$ cat src/rtl/dsi_pkg.sv
// dsi_pkg: shared definitions for the DSI packet assembler.
//   - dsi_state_t : assembler FSM state encoding
//   - DT_*        : common DSI data-type codes
//   - CRC_POLY / CRC_SEED : long-packet checksum constants (reflected CRC-16)
//   - dsi_ecc()   : 6-bit Hamming ECC over the 24-bit packet header
`timescale 1ns/1ps
package dsi_pkg;

  typedef enum logic [3:0] {
    ST_IDLE    = 4'd0,
    ST_DI      = 4'd1,
    ST_WC0     = 4'd2,
    ST_WC1     = 4'd3,
    ST_ECC     = 4'd4,
    ST_PAYLOAD = 4'd5,
    ST_CRC0    = 4'd6,
    ST_CRC1    = 4'd7,
    ST_DUMMY   = 4'd8
  } dsi_state_t;

  // Common DSI data types
  localparam logic [5:0] DT_VSYNC_START       = 6'h01;
  localparam logic [5:0] DT_GEN_SHORT_WRITE0  = 6'h03;
  localparam logic [5:0] DT_DCS_SHORT_WRITE0  = 6'h05;
  localparam logic [5:0] DT_NULL_PACKET       = 6'h09;
  localparam logic [5:0] DT_BLANKING_PACKET   = 6'h19;
  localparam logic [5:0] DT_GEN_LONG_WRITE    = 6'h29;
  localparam logic [5:0] DT_DCS_LONG_WRITE    = 6'h39;

  // Reflected form of x^16+x^12+x^5+1
  localparam logic [15:0] CRC_POLY = 16'h8408;
  localparam logic [15:0] CRC_SEED = 16'hFFFF;

  // DSI header ECC: parity bits P0..P5 over D[23:0] = {WC MSB, WC LSB, DI}
  function automatic logic [5:0] dsi_ecc(input logic [23:0] d);
    logic [5:0] p;
    p[0] = d[0]^d[1]^d[2]^d[4]^d[5]^d[7]^d[10]^d[11]^d[13]^d[16]^d[20]^d[21]^d[22]^d[23];
    p[1] = d[0]^d[1]^d[3]^d[4]^d[6]^d[8]^d[10]^d[12]^d[14]^d[17]^d[20]^d[21]^d[22]^d[23];
    p[2] = d[0]^d[2]^d[3]^d[5]^d[6]^d[9]^d[11]^d[12]^d[15]^d[18]^d[20]^d[21]^d[22];
    p[3] = d[1]^d[2]^d[3]^d[7]^d[8]^d[9]^d[13]^d[14]^d[15]^d[19]^d[20]^d[21]^d[23];
    p[4] = d[4]^d[5]^d[6]^d[7]^d[8]^d[9]^d[16]^d[17]^d[18]^d[19]^d[20]^d[22]^d[23];
    p[5] = d[10]^d[11]^d[12]^d[13]^d[14]^d[15]^d[16]^d[17]^d[18]^d[19]^d[21]^d[22]^d[23];
    return p;
  endfunction

endpackage

$ cat src/rtl/dsi_crc16.sv
// dsi_crc16: combinational one-byte step of the reflected CRC-16
// (poly 0x8408), data consumed LSB first.
//   crc_in  : current CRC register
//   data    : byte being absorbed
//   crc_out : CRC after absorbing data
`timescale 1ns/1ps
module dsi_crc16
  import dsi_pkg::*;
(
  input  logic [15:0] crc_in,
  input  logic [7:0]  data,
  output logic [15:0] crc_out
);

  logic [15:0] c;

  always_comb begin
    c = crc_in;
    for (int i = 0; i < 8; i++) begin
      if (c[0] ^ data[i]) c = (c >> 1) ^ CRC_POLY;
      else                c = c >> 1;
    end
    crc_out = c;
  end

endmodule

$ cat src/rtl/dsi_packet_assembler.sv
// dsi_packet_assembler: builds DSI short/long/dummy packets and streams them
// byte by byte into a lane serializer.
//   clk_base, reset_n          : clock, synchronous active-low reset
//   pkt_valid/pkt_ready        : packet request handshake (fields below)
//   pkt_long, pkt_dummy        : packet kind (dummy overrides long)
//   pkt_vc, pkt_dt, pkt_wc     : virtual channel, data type, word count / short data
//   pld_data/pld_valid/pld_ready : payload byte stream for long packets
//   lane_*                     : lane interface; lane_request pulls one byte
//   busy, underflow            : status; underflow pulses on payload starvation
//   dbg_state                  : current FSM state (dsi_state_t encoding)
//
// Handshakes: a transfer happens in any cycle where both valid and ready are
// high; valid is not required to wait for ready. On the lane side,
// lane_request acts as ready and lane_write as valid, and lane_write is only
// raised in a cycle where lane_request is high.
`timescale 1ns/1ps
module dsi_packet_assembler
  import dsi_pkg::*;
#(
  parameter bit CRC_EN  = 1'b1,
  parameter bit HS_MODE = 1'b1
) (
  input  logic        clk_base,
  input  logic        reset_n,
  input  logic        pkt_valid,
  output logic        pkt_ready,
  input  logic        pkt_long,
  input  logic [1:0]  pkt_vc,
  input  logic [5:0]  pkt_dt,
  input  logic [15:0] pkt_wc,
  input  logic        pkt_dummy,
  input  logic [7:0]  pld_data,
  input  logic        pld_valid,
  output logic        pld_ready,
  output logic [7:0]  lane_data,
  output logic        lane_write,
  output logic        lane_eof,
  output logic        lane_hs,
  output logic        lane_dummy,
  input  logic        lane_request,
  output logic        busy,
  output logic        underflow,
  output logic [3:0]  dbg_state
);

  dsi_state_t  state;
  logic        long_q;
  logic [1:0]  vc_q;
  logic [5:0]  dt_q;
  logic [15:0] wc_q;
  logic [15:0] cnt_q;   // payload bytes still to send
  logic [15:0] crc_q;
  logic [15:0] crc_next;
  logic [15:0] crc_tx;
  logic [5:0]  ecc;
  logic        pld_xfer;

  dsi_crc16 u_crc (
    .crc_in  (crc_q),
    .data    (pld_data),
    .crc_out (crc_next)
  );

  assign ecc      = dsi_ecc({wc_q, vc_q, dt_q});
  assign crc_tx   = CRC_EN ? crc_q : 16'h0000;
  assign pld_xfer = (state == ST_PAYLOAD) && lane_request && pld_valid;

  assign pkt_ready = (state == ST_IDLE);
  assign busy      = (state != ST_IDLE);
  assign lane_hs   = HS_MODE;
  assign dbg_state = state;

  always_ff @(posedge clk_base) begin
    if (!reset_n) begin
      state  <= ST_IDLE;
      long_q <= 1'b0;
      vc_q   <= 2'd0;
      dt_q   <= 6'd0;
      wc_q   <= 16'd0;
      cnt_q  <= 16'd0;
      crc_q  <= CRC_SEED;
    end else begin
      case (state)
        ST_IDLE: begin
          if (pkt_valid) begin
            long_q <= pkt_long;
            vc_q   <= pkt_vc;
            dt_q   <= pkt_dt;
            wc_q   <= pkt_wc;
            cnt_q  <= pkt_wc;
            crc_q  <= CRC_SEED;
            state  <= pkt_dummy ? ST_DUMMY : ST_DI;
          end
        end
        ST_DI:  if (lane_request) state <= ST_WC0;
        ST_WC0: if (lane_request) state <= ST_WC1;
        ST_WC1: if (lane_request) state <= ST_ECC;
        ST_ECC: begin
          if (lane_request) begin
            if (!long_q)             state <= ST_IDLE;
            else if (wc_q == 16'd0)  state <= ST_CRC0;
            else                     state <= ST_PAYLOAD;
          end
        end
        ST_PAYLOAD: begin
          if (pld_xfer) begin
            crc_q <= crc_next;
            cnt_q <= cnt_q - 16'd1;
            if (cnt_q == 16'd1) state <= ST_CRC0;
          end
        end
        ST_CRC0:  if (lane_request) state <= ST_CRC1;
        ST_CRC1:  if (lane_request) state <= ST_IDLE;
        ST_DUMMY: if (lane_request) state <= ST_IDLE;
        default:  state <= ST_IDLE;
      endcase
    end
  end

  // Lane byte mux. Flags are qualified by lane_write so they never appear on
  // a cycle that does not carry a byte.
  always_comb begin
    lane_data  = 8'h00;
    lane_write = 1'b0;
    lane_eof   = 1'b0;
    lane_dummy = 1'b0;
    pld_ready  = 1'b0;
    underflow  = 1'b0;
    case (state)
      ST_DI: begin
        lane_data  = {vc_q, dt_q};
        lane_write = lane_request;
      end
      ST_WC0: begin
        lane_data  = wc_q[7:0];
        lane_write = lane_request;
      end
      ST_WC1: begin
        lane_data  = wc_q[15:8];
        lane_write = lane_request;
      end
      ST_ECC: begin
        lane_data  = {2'b00, ecc};
        lane_write = lane_request;
        lane_eof   = lane_request && !long_q;
      end
      ST_PAYLOAD: begin
        lane_data  = pld_data;
        pld_ready  = lane_request;
        lane_write = lane_request && pld_valid;
        underflow  = lane_request && !pld_valid;
      end
      ST_CRC0: begin
        lane_data  = crc_tx[7:0];
        lane_write = lane_request;
      end
      ST_CRC1: begin
        lane_data  = crc_tx[15:8];
        lane_write = lane_request;
        lane_eof   = lane_request;
      end
      ST_DUMMY: begin
        lane_data  = 8'h00;
        lane_write = lane_request;
        lane_eof   = lane_request;
        lane_dummy = lane_request;
      end
      default: ;
    endcase
  end

endmodule

$ cat config.mk
export PLATFORM = sky130hd
export DESIGN_NAME = dsi_packet_assembler
export DESIGN_NICKNAME = d
export VERILOG_FILES = /design/src/rtl/dsi_pkg.sv /design/src/rtl/dsi_crc16.sv /design/src/rtl/dsi_packet_assembler.sv
export SDC_FILE = /design/constraint.sdc
export NUM_CORES = 1
export LEC_CHECK = 0
export BUFFER_PORTS_ARGS = -buffer_cell sky130_fd_sc_hd__buf_4
export CAP_MARGIN = 20
export CORE_ASPECT_RATIO = 0.75
export CORE_MARGIN = 2
export CORE_UTILIZATION = 35
export DETAILED_ROUTE_END_ITERATION = 12
export SLEW_MARGIN = 30
export SYNTH_ARGS = -nofsm -noshare
export SYNTH_HDL_FRONTEND = slang
export SYNTH_HIERARCHICAL = 1
export SYNTH_SLANG_ARGS = --single-unit
$ cat constraint.sdc
create_clock -name clk_base -period 2.3 [get_ports clk_base]
set_input_delay 0.69 -clock clk_base [delete_from_list [all_inputs] [get_ports clk_base]]
set_output_delay 0.69 -clock clk_base [all_outputs]
set_load 0.02 [all_outputs]
; Word level (Yosys, flattened, before mapping)
; Cells that the tools add are included.
[totals]
output_inout_bits = 20
regBits = 61
[classes]
n_eq_ne = 18
n_addsub = 1
n_reduce_logical = 16
bitwise = 89
muxes = 33
[op_table]
columns = cell, n
row1 = 16-bit two-way mux, 12
row2 = 1-bit bitwise XOR, 81
row3 = 16-bit case mux with 2 select lines, 2
row4 = 8-bit case mux with 7 select lines, 1
row5 = 4-bit two-way mux, 10
row6 = 4-bit case mux with 8 select lines, 1
row7 = 2-bit inverter with 3-bit output, 8
row8 = 16-bit by 1-bit == test with 1-bit output (second input constant), 1
row9 = 4-bit by 3-bit == test with 1-bit output (second input constant), 4
row10 = 16-bit logical NOT, 1
row11 = 16-bit by 1-bit subtractor with 16-bit output (second input constant), 1
row12 = 2-bit != test (second input constant), 7
row13 = 9-bit AND reduction, 1
row14 = 4-bit by 2-bit == test with 1-bit output (second input constant), 2
row15 = 7-bit OR reduction, 1
row16 = 1-bit logical AND, 5
row17 = 4-bit by 1-bit == test with 1-bit output (second input constant), 1
row18 = 4-bit == test (second input constant), 1
row19 = 4-bit logical NOT, 1
row20 = 2-bit by 1-bit != test with 1-bit output (second input constant), 2
row21 = 1-bit case mux with 2 select lines, 2
row22 = 4-bit nonzero test, 1
row23 = 1-bit two-way mux, 3
row24 = 3-bit two-way mux, 1
row25 = other kinds (6), 7

; Depth between registers and ports, before layout
; Gate-level depths: netlist (run 1).
[depth]
depth_word = 18
depth_mapped = 8
ltp_nobuf = 7

; By module
; The synthesis (run 1) kept the hierarchy.
[by_module_without_submodules]
columns = mod, n_inst, cells_per_inst, area_each_um2, seq_area_each_um2
row1 = dsi_packet_assembler, 1, 498, 3839.9, 1221.2
row2 = dsi_crc16, 1, 25, 372.9, 0.0

; Worst setup path after synthesis (run 1)
; No wires, ideal clock.
[synth_timing]
kind = register -> output
start = reg state[0], in the netlist dbg_state[0]
end = out lane_data[6]
required_ns = 1.610
path_slack_ns = -0.236
path_buffers = 3
stages_incl_launch_ff = 7
arrival_time_ns = 1.846
cell_sequence = dfxtp_1 > buf_6 > buf_2 > buf_1 > a21oi_1 > a21o_1 > a211oi_1
[synth_via]
elab_chain_len = 2
word_cells_on_any_way = 8
[synth_lines]
columns = element, line
row1 = "start, declared", dsi_packet_assembler.sv:46  ; dsi_state_t state;
row2 = "start signal, assigned", dsi_packet_assembler.sv:92  ; state <= pkt_dummy ? ST_DUMMY : ST_DI;
row3 = "4-bit by 3-bit == test with 1-bit output, or another cell as far along", dsi_packet_assembler.sv:129  ; case (state)
row4 = 8-bit case mux with 7 select lines *, dsi_packet_assembler.sv:129
row5 = "end, declared", dsi_packet_assembler.sv:35  ; output logic [7:0] lane_data,
; Every way passes the cells marked *; elsewhere a longest branch is shown, timed or not.

; Worst setup path after layout (run 1)
[layout_timing]
start = reg wc_q[3]
end = out lane_data[5]
[layout_via]
elab_chain_len = 13
[layout_lines]
columns = element, line
row1 = "start, declared", dsi_packet_assembler.sv:50  ; logic [15:0] wc_q;
row2 = "start signal, assigned", dsi_packet_assembler.sv:89  ; wc_q <= pkt_wc;
row3 = 1-bit bitwise XOR (12 in series), dsi_pkg.sv:42  ; p[5] = d[10]^d[11]^d[12]^d[13]^d[14]^d[15]^d[16]^d[17]^d[18]^d[19]^d[21]^d[22]^d[23];
row4 = 8-bit case mux with 7 select lines, dsi_packet_assembler.sv:129
; Every way passes these cells.

==> results.yml, run 1 <==
status:
  outcome: "complete, but fails checks"
  failed_checks: "setup timing"
grt:
  antenna_found_initial: 0
  grt_pass1_vias: 4202
  use_met2_pct: 33.3
  grt_overflow_total: 0
  met1_usage_pct: 30.7
  grt_pass1_wl_mm: 22.2
  met3_usage_pct: 5.54
  busiest_layer: "met2"
  grt_max_degree: 55
  track_usage_pct: 22.1
power:
  p_int_w: 0.00303
  swShare_pct: 32.7
  pwr-share-seq_pct: 27.7
  vdd_drop_max_mv: 0.392
  p_clk_share_pct: 32.9
  p_per_area_nw_per_um2: 720
  p_switching_w: 0.00147
  p_leak_nw: 2.54
  p_comb_share_pct: 39.4
setup_path:
  path_class: "reg2out"
  crit_family: "XOR/XNOR gates"
  cp_cell_sequence: "inv_2 > ha_4 > xor2_1 > xnor2_1 > xor2_1 > xor2_1 > o22ai_2 > buf_6"
  start_kind: "flip-flop"
  cp_num_buf_inv: 2
  r2r-end: "wc_q[2]"
  r2r_slack_ns: 0.15
  end_kind: "output port"
  critPathMaxFanout: 2
  worst_path_largest_cell_delay_ns: 0.33
  slowest_stage: "dfxtp_2"
  worstRegToRegCells: 10
  cpMostUsedCell: "xor2_1"
  crit_arrival_ns: 1.93
  critical_path_required_ns: 1.61
  r2r-start: "dbg_state[0]"
place:
  routabilityCongestion: 0.925
  post_dp_cell_area_um2: 5200
  hpwl_mm: 9.78
  port_buffers: 57
logic_synthesis:
  synth_area_leader_cell: "dfxtp_1"
  synth_flop_cell: "dfxtp_1"
  synth.most_common_cell: "nand2_1"
  synth_edf_count: 0
  syn_avg_cell_area_um2: 8.06
  synthCells: 523
  yosys-top-cells-area: "dfxtp_1 29%, xnor2_1 8.7%, nand2_1 7.7%, a21oi_1 6.7%, o21ai_0 4.6%"
  yosysTopAreaCellShare_pct: 29.0
  synth_common_cells: "86 x nand2_1, 61 x dfxtp_1, 56 x a21oi_1"
  netlist_area_um2: 4210
  synth-seq-cells: 61
  ys_warn_count: 6
  synth.distinct_cells: 65
  seq_area_frac_synth_pct: 29.0
  synth_nets: 565
  async_reset_ff_share_pct: 0
min_path:
  hold_path_depth: 2
  worst_hold_startpoint: "cnt_q[14]"
  holdPathEnd: "cnt_q[14]"
  min_path_type: "reg2reg"
layout:
  fin_nets: 682
  regArea_um2: 1260
  drive_above_1_share_pct: 39.2
  antenna_cells: 0
  fillers: 1079
  area_delta_synth_final_pct: 48.4
  fin_area_um2: 6250
  multiInputGateArea_um2: 3180
sta:
  clock.fmax_mhz: 382
  hold_viol: 0
  rsz0062_at_grt: "true"
  worst_slack_ns: -0.318
  tightest_slew_ns: 0.547
  fin_crit_ns: 2.62
  setup_viol: 15
  hold_ws_ns: 0.483
  fin_crit_sh_pct: 114
  worst_clock_skew_ns: 0.00429
  max_slew_margin_pct: 63.2
  drv_slew: 0
die:
  rows: 34
  die_height_um: 99.0
  pin_count: 59
  start_util_pct: 36.1
  core-area_um2: 11700
  die_w_um: 131
  dieArea_um2: 12900
route:
  drt_wl_total_mm: 14.1
  drtAntennaViolNets: 0
  drc: 0
  routedWlPerCell_um: 17.5
  vias: 4329
  via_per_inst: 5.36
  firstDrtPassIters: 5
  drtIter0Drc: 264
job:
  max_cap_violations: 0
clock_tree:
  clk_latency_ns: 0.34
  cts_htree_levels: 3
  clkSlewWorstSetupHoldPaths_ns: 0.05
  clock-root-buffer: "clkbuf_16"
  clockBufferDepth: 2
  clock_sinks: 61
  cts_buffers: 9
  cts_tree: "yes"
-- routing by layer --
metal  share of wire, %  vias to the layer above  routed length [um]
met4                2.4                        0                 339
met5                  0                        -                   0
met1                 46                     2092                6450
met2                 45                      146                6370
li1                   -                     2060                   -
met3                7.0                       31                 992
-- per-stage QoR --
| step | std cells | power, W | utilization [%] | setup slack [ns] | setup TNS, ns |
|---|---|---|---|---|---|
| 2_1_floorplan | 523 | 0.00217 | - | -0.0261 | -0.0261 |
| 3_3_place_gp | 766 | 0.00263 | 44.6 | -0.135 | -0.281 |
| 3_5_place_dp | 766 | 0.00265 | 44.6 | -0.133 | -0.354 |
| 4_1_cts | 798 | 0.00436 | 51.3 | -0.312 | -2.15 |
| 5_1_grt | 807 | 0.00469 | 53.6 | -0.399 | -3.31 |
| 6_report | 807 | 0.00450 | 53.6 | -0.318 | -2.50 |
-- state kept, by name, summed over array words and instances, names as in the netlist --
name	cells
dbg_state	4
cnt_q	16
wc_q	16
long_q	1
vc_q	2
dt_q	6
crc_q	16
-- worst max path at each step --
stage / start / endpoint / slack [ns] / cells past startpoint
floorplan: dbg_state[1] / lane_data[6] / -0.03 / 6
global placement: pld_data[0] / lane_data[0] / -0.14 / 6
detailed placement: pld_data[0] / lane_data[0] / -0.13 / 6
CTS: wc_q[2] / lane_data[5] / -0.31 / 8
global route: wc_q[2] / lane_data[5] / -0.40 / 8
finish: wc_q[3] / lane_data[5] / -0.32 / 8
-- cells by family after synthesis --
| family | after synthesis | share of synthesized area (%) |
|---|---|---|
| xor+xnor | 72 | 19.4 |
| simple gates | 188 | 21.4 |
| buf+inv | 47 | 5.35 |
| compound gates | 136 | 19.1 |
| mux | 15 | 4.75 |
| other cells | 1 | 0.0890 |
| fa+ha+maj | 3 | 0.891 |
| flops | 61 | 29.0 |
-- area by class of cell --
cell class	count	area share (%)
sequential	61	20.2
multi-input combinational	415	50.8
clock buffer	12	4.10
clock inverter	4	1.12
tap	162	3.24
timing repair buffer	144	20.0
inverter	9	0.540
-- what timing repair did --
item	in CTS	in global routing
cloned	0	0
hold endpoints to repair	0	0
setup endpoints to repair	13	15
hold buffers	0	0
resized for setup	82	40
setup buffers	17	13
pin swaps	30	24
-- worst register-to-register path, delay by kind of cell (launching register included) --
family	cells	cell delay [ns]
simple gates	3	0.56
compound gates	1	0.19
flops	1	0.38
buf+inv	6	0.92
-- power by group through the flow --
stage,registers (W),clock network (W),logic (W)
after CTS,0.00123,0.00151,0.00162
after floorplan,0.00123,0,0.000933
after global routing,0.00126,0.00156,0.00188
after global placement,0.00124,0,0.00139
after detailed placement,0.00124,0,0.00140
final,0.00125,0.00148,0.00177
-- cell usage in the layout, fill, tap and decap left out, types with 3 or more instances in the layout --
cell,instances
a21oi_1,52
dfxtp_2,11
buf_6,30
o21ai_0,36
xor2_1,9
dfxtp_1,43
nand2_1,85
nor4_1,4
nand4_1,3
xor2_2,4
nand3_1,3
nor3_1,23
xnor2_1,29
mux2_2,5
buf_12,4
a21oi_2,5
and2_1,5
buf_4,109
nand3b_1,3
xnor3_1,6
inv_1,6
mux2i_1,5
dfxtp_4,7
o41ai_1,3
o31ai_1,5
nor2_1,35
nor2b_4,3
a31oi_1,3
a22oi_1,4
xnor2_2,16
mux4_2,3
clkbuf_16,9
No activity file was read; power rests on OpenSTA's default activity.
==> run 2: changes to the inputs <==
--- a/config.mk
+++ b/config.mk
@@ -9,8 +9,9 @@
 export CAP_MARGIN = 20
 export CORE_ASPECT_RATIO = 0.75
 export CORE_MARGIN = 2
-export CORE_UTILIZATION = 35
+export CORE_UTILIZATION = 55
 export DETAILED_ROUTE_END_ITERATION = 12
+export PLACE_DENSITY = 0.77
 export SLEW_MARGIN = 30
 export SYNTH_ARGS = -nofsm -noshare
 export SYNTH_HDL_FRONTEND = slang
==> results.yml, run 2 (same netlist as run 1, synthesis figures left out) <==
status:
  outcome: "complete, but fails checks"
  failed_checks: "setup timing"
power:
  p_clk_share_pct: 26.9
  p_int_w: 0.00267
  p_leak_nw: 2.52
  vdd_drop_max_mv: 0.506
  p_comb_share_pct: 43.5
  pwr-share-seq_pct: 29.6
  p_per_area_nw_per_um2: 699
  p_switching_w: 0.00156
  swShare_pct: 36.9
layout:
  fin_nets: 688
  largestRegisters: "cnt_q: 16 flops, crc_q: 16 flops, wc_q: 16 flops"
  area_delta_synth_final_pct: 43.7
  antenna_cells: 0
  drive_above_1_share_pct: 39.5
  final_cell_mix: "118 x buf_4, 85 x nand2_1, 54 x a21oi_1"
  fin_area_um2: 6050
  layout_commonest_cell: "buf_4"
setup_path:
  path_class: "reg2out"
  cpMostUsedCell: "buf_6"
  slowest_stage: "dfxtp_4"
  critical_path_required_ns: 1.61
  worst_path_largest_cell_delay_ns: 0.38
  start_kind: "flip-flop"
  cp_cell_sequence: "buf_6 > buf_6 > nor2b_4 > a22oi_1 > a21oi_1 > nor2_1 > o22ai_2 > buf_6"
  end_kind: "output port"
  critPathMaxFanout: 6
  crit_arrival_ns: 2.01
sta:
  tightest_slew_ns: 0.608
  max_slew_margin_pct: 59.2
  setup_viol: 16
  hold_viol: 0
  clock.fmax_mhz: 370
  fin_crit_ns: 2.70
  drv_slew: 0
  fin_crit_sh_pct: 118
  worst_slack_ns: -0.403
  rsz0062_at_grt: "true"
  setup-tns-final_ns: -3.64
  worst_clock_skew_ns: 0.0113
route:
  drtAntennaViolNets: 0
  wl_met3_mm: 2.01
  drtIter0Drc: 552
  drt_wl_total_mm: 16.8
  vias: 4890
  met2WireLength_mm: 7.49
  drc: 0
  routedWlPerCell_um: 22.4
  via_per_inst: 6.50
  highest_layer: "met4"
  firstDrtPassIters: 6
  wirelength_met1_mm: 6.10
die:
  die_w_um: 105
  pin_count: 59
  rows: 27
  start_util_pct: 56.9
  dieArea_um2: 8380
  core-area_um2: 7400
  die_height_um: 79.8
grt:
  antenna_found_initial: 0
  grt_max_degree: 55
  grt_overflow_total: 0
  track_usage_pct: 34.0
  grt_pass1_wl_mm: 22.0
  grt_pass1_vias: 4303
clock_tree:
  clock-root-buffer: "clkbuf_8"
  clockBufferDepth: 2
  cts_hold_buffers: 0
  clk_latency_ns: 0.36
  cts_tree: "yes"
  clock_sinks: 61
  cts_buffers: 9
  cts_htree_levels: 3
  clkSlewWorstSetupHoldPaths_ns: 0.08
job:
  max_cap_violations: 0
min_path:
  min_path_type: "reg2reg"
place:
  port_buffers: 57
  routabilityCongestion: 0.925
  post_dp_cell_area_um2: 5090
  hpwl_mm: 9.70
run 2: cell count changes in the layout (fill, tap and decap cells not counted), moves of 3 or more:
cell | previous run | this run
buf_4 | 109 | 118
clkbuf_16 | 9 | 0
clkbuf_8 | 2 | 10
buf_12 | 4 | 1
dfxtp_1 | 43 | 46
run 2: area by class of cell:
type	instances	area, um^2
repair buffers	150	1260
inverters	9	33.8
fillers	443	1340
clock buffers	10	138
clock inverters	6	93.8
flip-flops and latches	61	1250
well taps	101	126
multi-input cells	415	3150
run 2: worst paths after layout:
path / start / to / slack [ns] / cells past startpoint
setup / recovery: dbg_state[1] / lane_data[2] / -0.40 / 8
hold / removal: cnt_q[14] / cnt_q[14] / 0.49 / 2
setup reg to reg: dbg_state[1] / crc_q[10] / -0.03 / 10
hold reg to reg: cnt_q[14] / cnt_q[14] / 0.49 / 2
run 2: routing by layer:
metal  GRT usage (%)  vias to the layer above
met4            15.5                        0
met3            7.92                      139
li1                -                     2067
met1            43.9                     2270
met2            54.7                      414
met5               0                        -
run 2: power groups by stage:
stage	logic [W]	registers (W)	clock network, W
floorplan	0.000933	0.00123	0
global placement	0.00136	0.00124	0
detailed placement	0.00138	0.00125	0
CTS	0.00156	0.00123	0.00113
global route	0.00191	0.00125	0.00120
finish	0.00184	0.00125	0.00114
run 2: stage by stage:
step	setup slack, ns	std cells	total power [W]	utilization [%]	hold slack, ns
after floorplan	-0.0261	523	0.00217	-	0.444
after global placement	-0.143	705	0.00260	68.8	0.472
after detailed placement	-0.157	705	0.00263	68.8	0.477
after CTS	-0.388	738	0.00391	77.0	0.488
after global routing	-0.464	752	0.00437	81.8	0.518
final	-0.403	752	0.00423	81.8	0.494
run 2: worst max-delay path: cells and delay by family (launching register included):
kind,cells,cell delay [ns]
simple gates,2,0.34
compound gates,3,0.56
buf+inv,3,0.38
flops,1,0.38
run 2: timing repair:
action                     in CTS  in global routing
pin swaps                      22                 24
setup endpoints to repair      13                 13
buffers inserted               18                 14
resized for setup              67                 46
==> run 3: changes to the inputs <==
--- a/config.mk
+++ b/config.mk
@@ -5,13 +5,14 @@
 export SDC_FILE = /design/constraint.sdc
 export NUM_CORES = 1
 export LEC_CHECK = 0
-export BUFFER_PORTS_ARGS = -buffer_cell sky130_fd_sc_hd__buf_4
+export ABC_AREA = 1
 export CAP_MARGIN = 20
 export CORE_ASPECT_RATIO = 0.75
 export CORE_MARGIN = 2
 export CORE_UTILIZATION = 55
 export DETAILED_ROUTE_END_ITERATION = 12
-export PLACE_DENSITY = 0.77
+export DONT_BUFFER_PORTS = 1
+export PLACE_DENSITY = 0.7
 export SLEW_MARGIN = 30
 export SYNTH_ARGS = -nofsm -noshare
 export SYNTH_HDL_FRONTEND = slang
==> results.yml, run 3 <==
status:
  outcome: "complete, but fails checks"
  failed_checks: "setup timing"
logic_synthesis:
  netlist_area_um2: 4580
  ys_warn_count: 6
  synthCells: 770
  seq_area_frac_synth_pct: 26.7
  synth-seq-cells: 61
  synth_nets: 812
  async_reset_ff_share_pct: 0
  syn_avg_cell_area_um2: 5.95
  synth_edf_count: 0
  synth_common_cells: "235 x nand2_1, 92 x inv_1, 77 x nand3_1"
  synth.distinct_cells: 40
  synth_flop_cell: "dfxtp_1"
  yosys-top-cells-area: "dfxtp_1 27%, nand2_1 19%, nand3_1 8.4%, inv_1 7.5%, o21ai_0 7.3%"
  yosysTopAreaCellShare_pct: 26.7
  synth.most_common_cell: "nand2_1"
  synth_area_leader_cell: "dfxtp_1"
place:
  hpwl_mm: 11.0
  dp_slack_ns: -0.00619
  port_buffers: 0
  routabilityCongestion: 1.00
die:
  dieArea_um2: 9080
  rows: 28
  core-area_um2: 7990
  die_height_um: 83.0
  start_util_pct: 57.3
  pin_count: 59
  die_w_um: 109
clock_tree:
  cts_buffers: 9
  clk_latency_ns: 0.36
  cts_tree: "yes"
  clockBufferDepth: 2
  clkSlewWorstSetupHoldPaths_ns: 0.08
  clock_sinks: 61
  cts_htree_levels: 3
  clock-root-buffer: "clkbuf_8"
setup_path:
  r2r-end: "wc_q[10]"
  cp_cell_sequence: "buf_8 > nand2_4 > nor2_4 > nand2_2 > o21ai_4 > a221oi_4 > o211ai_1 > buf_4"
  critical_path_required_ns: 1.61
  crit_family: "compound AO/OA/AOI/OAI gates"
  critPathMaxFanout: 4
  start_kind: "flip-flop"
  worst_path_largest_cell_delay_ns: 0.36
  path_class: "reg2out"
  r2r_slack_ns: 0.18
  r2r-start: "dbg_state[2]"
  slowest_stage: "dfxtp_4"
  cp_num_buf_inv: 2
  worstRegToRegCells: 10
  end_kind: "output port"
  crit_start: "dbg_state[2]"
  crit_arrival_ns: 1.80
grt:
  grt_max_degree: 48
  antenna_found_initial: 0
  grt_pass1_wl_mm: 24.0
  grt_pass1_vias: 4856
  track_usage_pct: 34.0
  grt_overflow_total: 0
layout:
  final_cell_mix: "200 x nand2_1, 74 x inv_1, 69 x nand3_1"
  fin_nets: 848
  drive_above_1_share_pct: 26.9
  largestRegisters: "cnt_q: 16 flops, crc_q: 16 flops, wc_q: 16 flops"
  antenna_cells: 0
  area_delta_synth_final_pct: 26.4
  layout_commonest_cell: "nand2_1"
sta:
  setup-tns-final_ns: -1.26
  hold_viol: 0
  tightest_slew_ns: 0.563
  fin_crit_ns: 2.49
  rsz0062_at_grt: "true"
  hold_ws_ns: 0.423
  fin_crit_sh_pct: 108
  worst_clock_skew_ns: 0.00909
  max_slew_margin_pct: 62.4
  drv_slew: 0
  clock.fmax_mhz: 401
  worst_slack_ns: -0.191
  setup_viol: 11
power:
  p_per_area_nw_per_um2: 1580
  p_switching_w: 0.00478
  vdd_drop_max_mv: 1.08
  p_int_w: 0.00438
  p_leak_nw: 2.79
  pwr-share-seq_pct: 22.8
  swShare_pct: 52.2
  p_clk_share_pct: 11.5
  p_comb_share_pct: 65.7
min_path:
  min_path_type: "in2reg"
  hold_path_depth: 1
  holdPathEnd: "crc_q[0]"
  worst_hold_startpoint: "reset_n"
route:
  drtAntennaViolNets: 0
  drt_wl_total_mm: 15.8
  drtIter0Drc: 505
  via_per_inst: 5.77
  vias: 5282
  firstDrtPassIters: 6
  routedWlPerCell_um: 17.3
  drc: 0
job:
  max_cap_violations: 0
-- run 3: changes by cell type after synthesis, sizes merged, moves of 7 or more --
cell and change:
nand2 +167, inv +91, nand3 +74, xnor2 -32, o21ai +28, nor2 +20, a21oi -16, nor3 -14
buf -11, o211ai +8, mux2 -7
-- run 3: metal layers --
layer	share of wire (%)	GRT usage (%)
met5	0	0
met4	2.5	9.67
met3	12	12.3
met2	45	52.0
met1	41	44.7
-- run 3: worst max path at each step --
stage,depth (start not counted),slack [ns],end
6_report,8,-0.19,lane_data[7]
2_1_floorplan,6,0.05,lane_data[7]
3_5_place_dp,10,-0.006,lane_data[0]
4_1_cts,13,-0.12,lane_data[3]
5_1_grt,13,-0.29,lane_data[3]
3_3_place_gp,8,-0.03,lane_data[7]
-- run 3: power by group through the flow --
| stage | logic (W) | registers [W] | clock network, W |
|---|---|---|---|
| floorplan | 0.00377 | 0.00183 | 0 |
| global placement | 0.00469 | 0.00195 | 0 |
| detailed placement | 0.00479 | 0.00196 | 0 |
| CTS | 0.00536 | 0.00200 | 0.00105 |
| global route | 0.00664 | 0.00214 | 0.00110 |
| finish | 0.00602 | 0.00209 | 0.00105 |
-- run 3: metrics by stage --
step           std cells  util (%)  area, um^2  total power [W]
2_1_floorplan        770         -        4580          0.00560
3_3_place_gp         876      59.9        4790          0.00664
3_5_place_dp         876      59.9        4790          0.00675
4_1_cts              907      68.2        5450          0.00842
5_1_grt              916      72.4        5790          0.00988
6_report             916      72.4        5790          0.00916
-- run 3: final cells by class --
cell class | instances | area (um^2)
Timing Repair Buffer | 51 | 463
Clock inverter | 4 | 45.0
Fill cell | 643 | 2200
Sequential cell | 61 | 1290
Tap cell | 105 | 131
Clock buffer | 12 | 165
Multi-Input combinational cell | 582 | 3290
Inverter | 101 | 402
-- run 3: repair_timing --
action / CTS / global route
pin swaps: 27 / 26
hold buffers: 0 / 0
resized for setup: 113 / 70
endpoints found under the hold margin: 0 / 0
setup endpoints to repair: 12 / 12
setup buffers: 15 / 9
cloned: 1 / 0
-- run 3: worst register-to-register path: cells and delay by family (launching register included) --
kind	cells	cell delay (ns)
buffers and inverters	5	0.70
AND/OR/NAND/NOR	3	0.56
flip-flops	1	0.36
AO/OA/AOI/OAI	2	0.38
-- run 3: cells by family (layout without fill, tap and decap cells) --
logic type,count (synthesis),count (layout),synth area share [%]
buffers and inverters,127,168,11.0
flip-flops,61,61,26.7
AO/OA/AOI/OAI,136,136,16.5
adder cells (fa/ha/maj),3,3,0.820
other,1,1,0.0819
AND/OR/NAND/NOR,410,410,38.8
XOR/XNOR,32,32,6.12
